### src/rtl/tiny86_pkg.sv
// Shared tiny86 definitions: trace step geometry, field widths and the loader state encoding.
package tiny86_pkg;

  localparam int STEP_W  = 560;
  localparam int IN_W    = 32;
  localparam int CNT_W   = 32;
  localparam int INSTR_W = 96;
  localparam int REGS_W  = 320;
  localparam int HINT_W  = 72;
  localparam int NWORDS  = (STEP_W + IN_W - 1) / IN_W;

  typedef enum logic [1:0] {
    FILL = 2'd0,
    FULL = 2'd1,
    DONE = 2'd2
  } loader_state_e;

endpackage

### src/rtl/trace_step_loader_step_out_reg.sv
// Output holding register for one trace step: valid/ready handshake plus a wrapping count of handed-off steps.
module step_out_reg
  import tiny86_pkg::*;
#(
  parameter int STEP_W = tiny86_pkg::STEP_W,
  parameter int CNT_W  = tiny86_pkg::CNT_W
) (
  input  logic              clk,
  input  logic              rst,
  input  logic              load,
  input  logic [STEP_W-1:0] load_data,
  input  logic              step_ready,
  output logic [STEP_W-1:0] step,
  output logic              step_valid,
  output logic [CNT_W-1:0]  step_count
);

  logic [STEP_W-1:0] step_q, step_d;
  logic              valid_q, valid_d;
  logic [CNT_W-1:0]  count_q, count_d;
  logic              xfer;

  // A load in the same cycle as a consume overrides the valid clear, so there is no gap.
  always_comb begin
    xfer    = valid_q && step_ready;
    step_d  = step_q;
    valid_d = valid_q;
    count_d = count_q;
    if (xfer) begin
      valid_d = 1'b0;
      count_d = count_q + CNT_W'(1);
    end
    if (load) begin
      step_d  = load_data;
      valid_d = 1'b1;
    end
  end

  always_ff @(posedge clk) begin
    if (rst) begin
      step_q  <= '0;
      valid_q <= 1'b0;
      count_q <= '0;
    end else begin
      step_q  <= step_d;
      valid_q <= valid_d;
      count_q <= count_d;
    end
  end

  assign step       = step_q;
  assign step_valid = valid_q;
  assign step_count = count_q;

endmodule

### src/rtl/trace_step_loader.sv
// Deserialises IN_W-bit witness words into STEP_W-bit tiny86 trace steps, double-buffered against the output register.
module trace_step_loader
  import tiny86_pkg::*;
#(
  parameter int STEP_W = tiny86_pkg::STEP_W,
  parameter int IN_W   = tiny86_pkg::IN_W,
  parameter int CNT_W  = tiny86_pkg::CNT_W
) (
  input  logic              clk,
  input  logic              rst,
  input  logic              in_valid,
  output logic              in_ready,
  input  logic [IN_W-1:0]   in_data,
  input  logic              in_last,
  output logic [STEP_W-1:0] step,
  output logic              step_valid,
  input  logic              step_ready,
  output logic [CNT_W-1:0]  step_count,
  output logic              err_pad,
  output logic              err_frame,
  output logic              trace_done
);

  localparam int NWORDS    = (STEP_W + IN_W - 1) / IN_W;
  localparam int IDX_W     = (NWORDS > 1) ? $clog2(NWORDS) : 1;
  localparam int BUF_W     = NWORDS * IN_W;
  localparam int LAST_BITS = STEP_W - (NWORDS - 1) * IN_W;
  localparam logic [IN_W-1:0]  KEEP_MASK = {IN_W{1'b1}} >> (IN_W - LAST_BITS);
  localparam logic [IDX_W-1:0] LAST_IDX  = IDX_W'(NWORDS - 1);

  loader_state_e     state_q, state_d;
  logic [IDX_W-1:0]  idx_q, idx_d;
  logic [BUF_W-1:0]  asm_q, asm_d;
  logic              last_q, last_d;
  logic              err_pad_q, err_pad_d;
  logic              err_frame_q, err_frame_d;
  logic              accept;
  logic              final_word;
  logic              out_free;
  logic              load;
  logic [IN_W-1:0]   word;
  logic              step_valid_int;

  always_comb begin
    state_d     = state_q;
    idx_d       = idx_q;
    asm_d       = asm_q;
    last_d      = last_q;
    err_pad_d   = err_pad_q;
    err_frame_d = err_frame_q;
    load        = 1'b0;
    accept      = in_valid && (state_q == FILL);
    final_word  = (idx_q == LAST_IDX);
    out_free    = !step_valid_int || step_ready;
    // Padding is masked off here so the buffer's spare top bits always stay zero.
    word        = final_word ? (in_data & KEEP_MASK) : in_data;

    if (accept) begin
      for (int k = 0; k < NWORDS; k++) begin
        if (idx_q == IDX_W'(k)) asm_d[k*IN_W +: IN_W] = word;
      end
    end

    case (state_q)
      FILL: begin
        if (accept) begin
          if (final_word) begin
            idx_d = '0;
            if (|(in_data & ~KEEP_MASK)) err_pad_d = 1'b1;
            if (out_free) begin
              load = 1'b1;
              if (in_last) state_d = DONE;
            end else begin
              state_d = FULL;
              last_d  = in_last;
            end
          end else if (in_last) begin
            err_frame_d = 1'b1;
            idx_d       = '0;
            state_d     = DONE;
          end else begin
            idx_d = idx_q + IDX_W'(1);
          end
        end
      end
      FULL: begin
        // The completed step waits in asm until the output register is consumed.
        if (step_valid_int && step_ready) begin
          load    = 1'b1;
          state_d = last_q ? DONE : FILL;
        end
      end
      DONE: begin
        state_d = DONE;
      end
      default: state_d = FILL;
    endcase
  end

  always_ff @(posedge clk) begin
    if (rst) begin
      state_q     <= FILL;
      idx_q       <= '0;
      asm_q       <= '0;
      last_q      <= 1'b0;
      err_pad_q   <= 1'b0;
      err_frame_q <= 1'b0;
    end else begin
      state_q     <= state_d;
      idx_q       <= idx_d;
      asm_q       <= asm_d;
      last_q      <= last_d;
      err_pad_q   <= err_pad_d;
      err_frame_q <= err_frame_d;
    end
  end

  step_out_reg #(
    .STEP_W (STEP_W),
    .CNT_W  (CNT_W)
  ) u_step_out_reg (
    .clk        (clk),
    .rst        (rst),
    .load       (load),
    .load_data  (asm_d[STEP_W-1:0]),
    .step_ready (step_ready),
    .step       (step),
    .step_valid (step_valid_int),
    .step_count (step_count)
  );

  assign step_valid = step_valid_int;
  assign in_ready   = (state_q == FILL);
  assign err_pad    = err_pad_q;
  assign err_frame  = err_frame_q;
  assign trace_done = (state_q == DONE) && !step_valid_int;

endmodule
### config.mk
export PLATFORM = sky130hd
export DESIGN_NAME = trace_step_loader
export DESIGN_NICKNAME = d
export VERILOG_FILES = /design/src/rtl/tiny86_pkg.sv /design/src/rtl/trace_step_loader_step_out_reg.sv /design/src/rtl/trace_step_loader.sv
export SDC_FILE = /design/constraint.sdc
export NUM_CORES = 2
export LEC_CHECK = 0
export CORE_ASPECT_RATIO = 1.2
export CORE_UTILIZATION = 50
export CTS_BUF_LIST = sky130_fd_sc_hd__clkbuf_4 sky130_fd_sc_hd__clkbuf_8 sky130_fd_sc_hd__clkbuf_16
export DETAILED_ROUTE_END_ITERATION = 6
export PLACE_DENSITY = 0.74
export SLEW_MARGIN = 15
export SYNTH_ARGS = -nofsm -noshare
export SYNTH_HDL_FRONTEND = slang
export SYNTH_SLANG_ARGS = --single-unit
### constraint.sdc
create_clock -name clk -period 3.8 [get_ports clk]
set_clock_uncertainty 0.2 [all_clocks]
set_input_delay 0.38 -clock clk [delete_from_list [all_inputs] [get_ports clk]]
set_output_delay 0.38 -clock clk [all_outputs]
set_load 0.01 [all_outputs]
# --- After elaboration in Yosys (flattened, before gate mapping) ---
# Index checks and enable logic that the tools add are counted.
word_totals:
  ram_bits: 0
  out_inout_bits: 597
  memories: 0
  ff_bits: 1163
  inputBits: 37
  elab_cells: 84
  latchBits: 0
  mem_bits_ro: 0
op_classes:
  div: 0
  reduce_logical: 14
  mul: 0
  n_bitwise: 2
  n_mux: 36
  n_eq_ne: 21
  n_shift: 0
  magnitude_cmp: 0
  add_sub_neg: 2
op_table:
  columns: ["op", "n"]
  rows:
  - ["2-to-1 mux 32 bit", 18]
  - ["2-to-1 mux 560 bit", 1]
  - ["== test 5 x 4 -> 1 bit (second input constant)", 8]
  - ["adder 32 x 1 -> 32 bit (second input constant)", 1]
  - ["== test 5 x 3 -> 1 bit (second input constant)", 4]
  - ["2-to-1 mux 16 bit", 1]
  - ["OR reduction 16 bit", 1]
  - ["2-to-1 mux 2 bit", 6]
  - ["AND reduction 4 bit", 3]
  - ["== test 5 x 2 -> 1 bit (second input constant)", 2]
  - ["== test 5 bit (second input constant)", 2]
  - ["2-to-1 mux 5 bit", 2]
  - ["2-to-1 mux 1 bit", 6]
  - ["case mux 2 bit (3 select lines)", 1]
  - ["adder 5 x 1 -> 5 bit (second input constant)", 1]
  - ["== test 5 x 1 -> 1 bit (second input constant)", 1]
  - ["zero test 5 bit", 1]
  - ["inequality test 2 x 1 -> 1 bit (second input constant)", 2]
  - ["AND reduction 2 bit", 2]
  - ["logical AND 1 bit", 3]
  - ["== test 2 x 1 -> 1 bit (second input constant)", 1]
  - ["== test 2 bit (second input constant)", 1]
  - ["zero test 2 bit", 1]
  - ["inverter 1 bit", 2]
  - ["other kinds (4)", 4]

# --- Logic depth before layout (Yosys ltp) ---
logic_depth:
  word_depth: 7
  depth_mapped: 10
  ltp_nobuf: 6

# --- Modules after synthesis ---
# A second synthesis with hierarchy kept.
hier_totals:
  hier_cells: 4806
  area_unflattened_um2: 48873.1
modules_own_cells:
  columns: ["mod", "cells_each", "instances", "area_per_inst_um2"]
  rows:
  - ["trace_step_loader", 2811, 1, 27811.7]
  - ["step_out_reg", 1995, 1, 21061.4]

# --- Worst setup path after synthesis ---
# No wires, ideal clock.
synth_timing:
  path_type: "register to register"
  startpoint: "register idx_q[0]"
  endpoint: "register u_step_out_reg.step_q[482] (netlist: u_step_out_reg.step[482])"
  arrival_time_ps: 1918
  path_stages_with_launch: 8
  slack_ps: 1537
  setup_time_ps: 145
  synth_period_minus_slack_ps: 2263
  required_time_ps: 3455
  cell_sequence: "dfxtp_1 -> ha_1 -> and3_1 -> ha_1 -> nand2_1 -> buf_1 -> mux2i_1 -> a211oi_2"
synth_via:
  elab_chain_len: 4
synth_lines:
  columns: ["element", "line_no", "rtl"]
  rows:
  - ["start: declaration", "trace_step_loader.sv:32", "logic [IDX_W-1:0] idx_q, idx_d;"]
  - ["start signal: assignment", "trace_step_loader.sv:110", "idx_q <= idx_d;"]
  - ["== test 5 bit", "trace_step_loader.sv:53", "final_word = (idx_q == LAST_IDX);"]
  - ["2-to-1 mux 1 bit", "trace_step_loader.sv:67", "if (final_word) begin"]
  - ["2-to-1 mux 1 bit", "trace_step_loader.sv:66", "if (accept) begin"]
  - ["case mux 1 bit (2 select lines)", "trace_step_loader.sv:64", "case (state_q)"]
  - ["end signal: assignment", "trace_step_loader_step_out_reg.sv:45", "step_q <= step_d;"]
  - ["end: declaration", "trace_step_loader_step_out_reg.sv:18", "logic [STEP_W-1:0] step_q, step_d;"]
# Several ways; a longest one is shown, not always the timed one.
# A chain may end at the register's enable or synchronous reset.

# --- Final worst setup path ---
layout_timing:
  startpoint: "register idx_q[0]"
  endpoint: "register u_step_out_reg.step_q[106] (netlist: u_step_out_reg.step[106])"
# The elaborated chain is that of the path after synthesis.

==> flow_metrics.env <==
export IMPL_multi_input_area_um2=17400
export IMPL_start_util=0.507
export IMPL_hp_start="in_data[24]"
export IMPL_synth_main_ff_cell="dfxtp_1"
export IMPL_cp_top_family="buffers and inverters"
export IMPL_slowest_stage="buf_4"
export IMPL_dieHeight_um=324
export IMPL_whs_path_depth=3
export IMPL_critPathKind="flip-flop to flip-flop"
export IMPL_hold_path_class="input port to flip-flop"
export IMPL_status="complete, no violations"
export IMPL_grt_pass1_vias=31400
export IMPL_setup_worst_path_start="idx_q[0]"
export IMPL_overflow=0
export IMPL_tightest_slew_ns=1.08
export IMPL_crit_required_ns=4.19
export IMPL_place_area_um2=49600
export IMPL_r2r_start="idx_q[0]"
export IMPL_wl_per_cell_um=24.2
export IMPL_combPwrFrac=0.037
export IMPL_cts_setup_buffers=0
export IMPL_h_tree_depth=3
export IMPL_grt_pass1_wl_um=202000
export IMPL_cts_tree="done"
export IMPL_syn_area_per_cell_um2=10.5
export IMPL_fill_cells=6780
export IMPL_crit_top_cell="buf_4"
export IMPL_crit_chain="ha_1 > nand4bb_1 > buf_4 > o21ai_4 > buf_12 > buf_4 > a21oi_1 > a211oi_1"
export IMPL_netlist_instances=4101
export IMPL_cts_sinks=1163
export IMPL_critPathBufInv=3
export IMPL_root_buffer="clkbuf_16"
export IMPL_finalSetupTns_ns=0
export IMPL_cts_inserted_buffers=108
export IMPL_reg2reg_slack_ns=0.87
export IMPL_drt_iter0_drc=3330
export IMPL_r2r_end="u_step_out_reg.step[106]"
export IMPL_cap_violations=0
export IMPL_rsz0062_at_grt="false"
export IMPL_topRoutingLayerUsed="met5"
export IMPL_routabilityCongestion=0.850
export IMPL_place_hpwl_um=83200
export IMPL_peakVddDrop_uv=386
export IMPL_syn_num_nets=4144
export IMPL_internal_power_w=0.0192
export IMPL_setup_ws_ns=0.873
export IMPL_maxSlewHeadroom=0.278
export IMPL_vias_per_cell=5.87
export IMPL_insertedDiodeCount=0
export IMPL_register_area_um2=23300
export IMPL_syn_area_um2=43100
export IMPL_finalHoldViolCount=0
export IMPL_start_kind="flip-flop"
export IMPL_layout_drive_gt1_share=0.130
export IMPL_p_sw_frac=0.224
export IMPL_first_pass_iters=5
export IMPL_hold_end="asm_q[56]"
export IMPL_fp_coreArea_um2=85100
export IMPL_crit_path_max_fanout=63
export IMPL_synth_edf_count=0
export IMPL_postRouteWirelength_um=138000
export IMPL_cts_path_max_buffers=3
export IMPL_finalSetupViolCount=0
export IMPL_wl_met2_um=64700
export IMPL_reg2regPathDepth=8
export IMPL_holdWs_ns=0.209
export IMPL_synthArstFlopShare=0
export IMPL_maxSlewViolCount=0
export IMPL_total_leakage_power_nw=20.1
export IMPL_timing_final_crit_share=0.770
export IMPL_synth_seq_cells=1163
export IMPL_grtUsageTotal=0.303
export IMPL_die_area_um2=87400
export IMPL_grt_max_degree=132
export IMPL_met1_length_um=58200
export IMPL_ant_nets=0
export IMPL_fp_row_count=117
export IMPL_worstSetupEndpointType="flip-flop"
export IMPL_finalCriticalPeriod_ns=2.93
export IMPL_synth_cell_types=46
export IMPL_post_place_ws_ns=0.617
export IMPL_power_share_clock=0.468
export IMPL_place_port_buffers=633
export IMPL_power_frac_seq=0.496
export IMPL_ios=634
export IMPL_p_sw_w=0.00554
export IMPL_via_count=33500
export IMPL_clk_pin_slew_worst_paths_ns=0.06
export IMPL_clk_latency_ns=0.71
export IMPL_nets=4535
export IMPL_grt_antenna_before_repair=3
export IMPL_ys_seq_area_frac=0.540
export IMPL_fmax_mhz=342
export IMPL_syn_to_final_growth_pct=24.0
export IMPL_yosys_warnings=0
export IMPL_arrival_ns=3.32
export IMPL_die_w_um=270
export IMPL_fin_area_um2=53500
export IMPL_met3_length_um=8610
export IMPL_drc=0
export IMPL_power_density_nw_per_um2=462
export IMPL_slowest_delay_ns=0.60
==> state kept, by name, indices dropped and copies added (netlist names) <==
| name | cells |
|---|---|
| asm_q | 560 |
| u_step_out_reg.step | 560 |
| last_q | 1 |
| u_step_out_reg.step_valid | 1 |
| err_frame | 1 |
| state_q | 2 |
| u_step_out_reg.step_count | 32 |
| err_pad | 1 |
| idx_q | 5 |
==> Yosys cell counts, types with 2 or more instances <==
library cell,count,share of area
nand3_1,26,0.0030
xnor2_1,5,0.0010
nor3_1,2,0.00023
a211oi_2,233,0.068
o21ai_0,7,0.00081
ha_1,6,0.0017
a211oi_1,327,0.057
buf_6,61,0.016
or2_2,3,0.00044
inv_1,8,0.00070
mux2i_1,561,0.13
xor2_1,4,0.00081
and2_1,20,0.0029
o21bai_1,2,0.00035
a31oi_1,2,0.00029
buf_2,94,0.011
nor2b_1,6,0.00087
nand2_1,19,0.0017
clkbuf_1,248,0.022
a21oi_1,589,0.068
and4_1,2,0.00041
or3_1,7,0.0010
nand2b_1,2,0.00029
and3_1,11,0.0016
dfxtp_1,1163,0.54
buf_4,39,0.0068
or4_1,15,0.0026
buf_8,3,0.0010
nand4_1,9,0.0013
nor2_1,579,0.050
nor4_1,11,0.0016
buf_1,9,0.00078
o31ai_1,15,0.0026
==> layout by cell type (no fill, tap or decap), types with 12 or more instances in the layout <==
master,netlist,final
buf_4,39,66
nand3_1,26,17
or4_1,15,15
buf_12,0,35
clkbuf_8,0,26
dfxtp_1,1163,1163
clkdlybuf4s50_1,0,616
clkinv_2,0,18
nor2_1,579,578
mux2i_1,561,561
o31ai_1,15,15
buf_2,94,16
and2_2,0,16
bufinv_16,0,12
nand2_1,19,18
a21oi_1,589,589
a211oi_1,327,327
a211oi_2,233,233
clkbuf_16,0,108
clkbuf_4,0,23
==> logic make-up (layout without fill, tap and decap cells) <==
| kind of cell | count (synthesis) | count (layout) | share of synthesized area |
|---|---|---|---|
| AND/OR/NAND/NOR | 721 | 721 | 0.0707 |
| adder cells (fa/ha/maj) | 6 | 6 | 0.00174 |
| buffers and inverters | 462 | 943 | 0.0577 |
| flip-flops | 1163 | 1163 | 0.540 |
| multiplexers | 562 | 562 | 0.130 |
| AO/OA/AOI/OAI | 1178 | 1178 | 0.198 |
| XOR/XNOR | 9 | 9 | 0.00183 |
==> area by class of cell <==
cell class / instances / share of cell area
clock buffers: 157 / 0.0605
inverters: 8 / 0.000562
repair buffers: 735 / 0.140
well taps: 1130 / 0.0264
clock inverters: 43 / 0.0114
flip-flops and latches: 1163 / 0.435
multi-input cells: 2476 / 0.326
==> metrics by stage <==
stage               total power (W)  cells   util
floorplan                    0.0130   4101      -
global placement             0.0134   5511  0.583
detailed placement           0.0134   5511  0.583
CTS                          0.0247   5712  0.629
global route                 0.0253   5712  0.629
finish                       0.0247   5712  0.629
==> how the worst max path moves through the flow <==
stage                          endpoint  slack [ns]  cells after the start
2_1_floorplan  u_step_out_reg.step[482]        1.54                      7
6_report       u_step_out_reg.step[106]        0.87                      8
4_1_cts        u_step_out_reg.step[106]        0.91                      8
5_1_grt         u_step_out_reg.step[85]        0.66                      8
3_3_place_gp   u_step_out_reg.step[456]        0.69                      7
3_5_place_dp   u_step_out_reg.step[157]        0.62                      7
==> worst register-to-register path, cell delays in order, from the launching register on <==
cell and delay (ns):
dfxtp_1 0.44, ha_1 0.34, nand4bb_1 0.13, buf_4 0.22, o21ai_4 0.20, buf_12 0.22, buf_4 0.60, a21oi_1 0.22
a211oi_1 0.27
==> per-layer routing <==
layer	vias up	GRT usage
li1	15300	-
met1	16500	0.400
met2	1490	0.489
met3	278	0.0387
met4	2	0.155
met5	-	0
==> power by group through the flow <==
| stage | Sequential (W) | Clock [W] | Combinational [W] |
|---|---|---|---|
| after floorplan | 0.0125 | 0 | 0.000487 |
| after global placement | 0.0125 | 0 | 0.000882 |
| after detailed placement | 0.0125 | 0 | 0.000885 |
| after CTS | 0.0122 | 0.0116 | 0.000887 |
| after global routing | 0.0122 | 0.0121 | 0.000925 |
| final | 0.0122 | 0.0116 | 0.000901 |
==> what timing repair did <==
item	4_1_cts	5_1_grt
gates resized for setup	0	0
hold buffers	1	0
endpoints found under the hold margin	16	0
(Power assumes the default switching activity.)
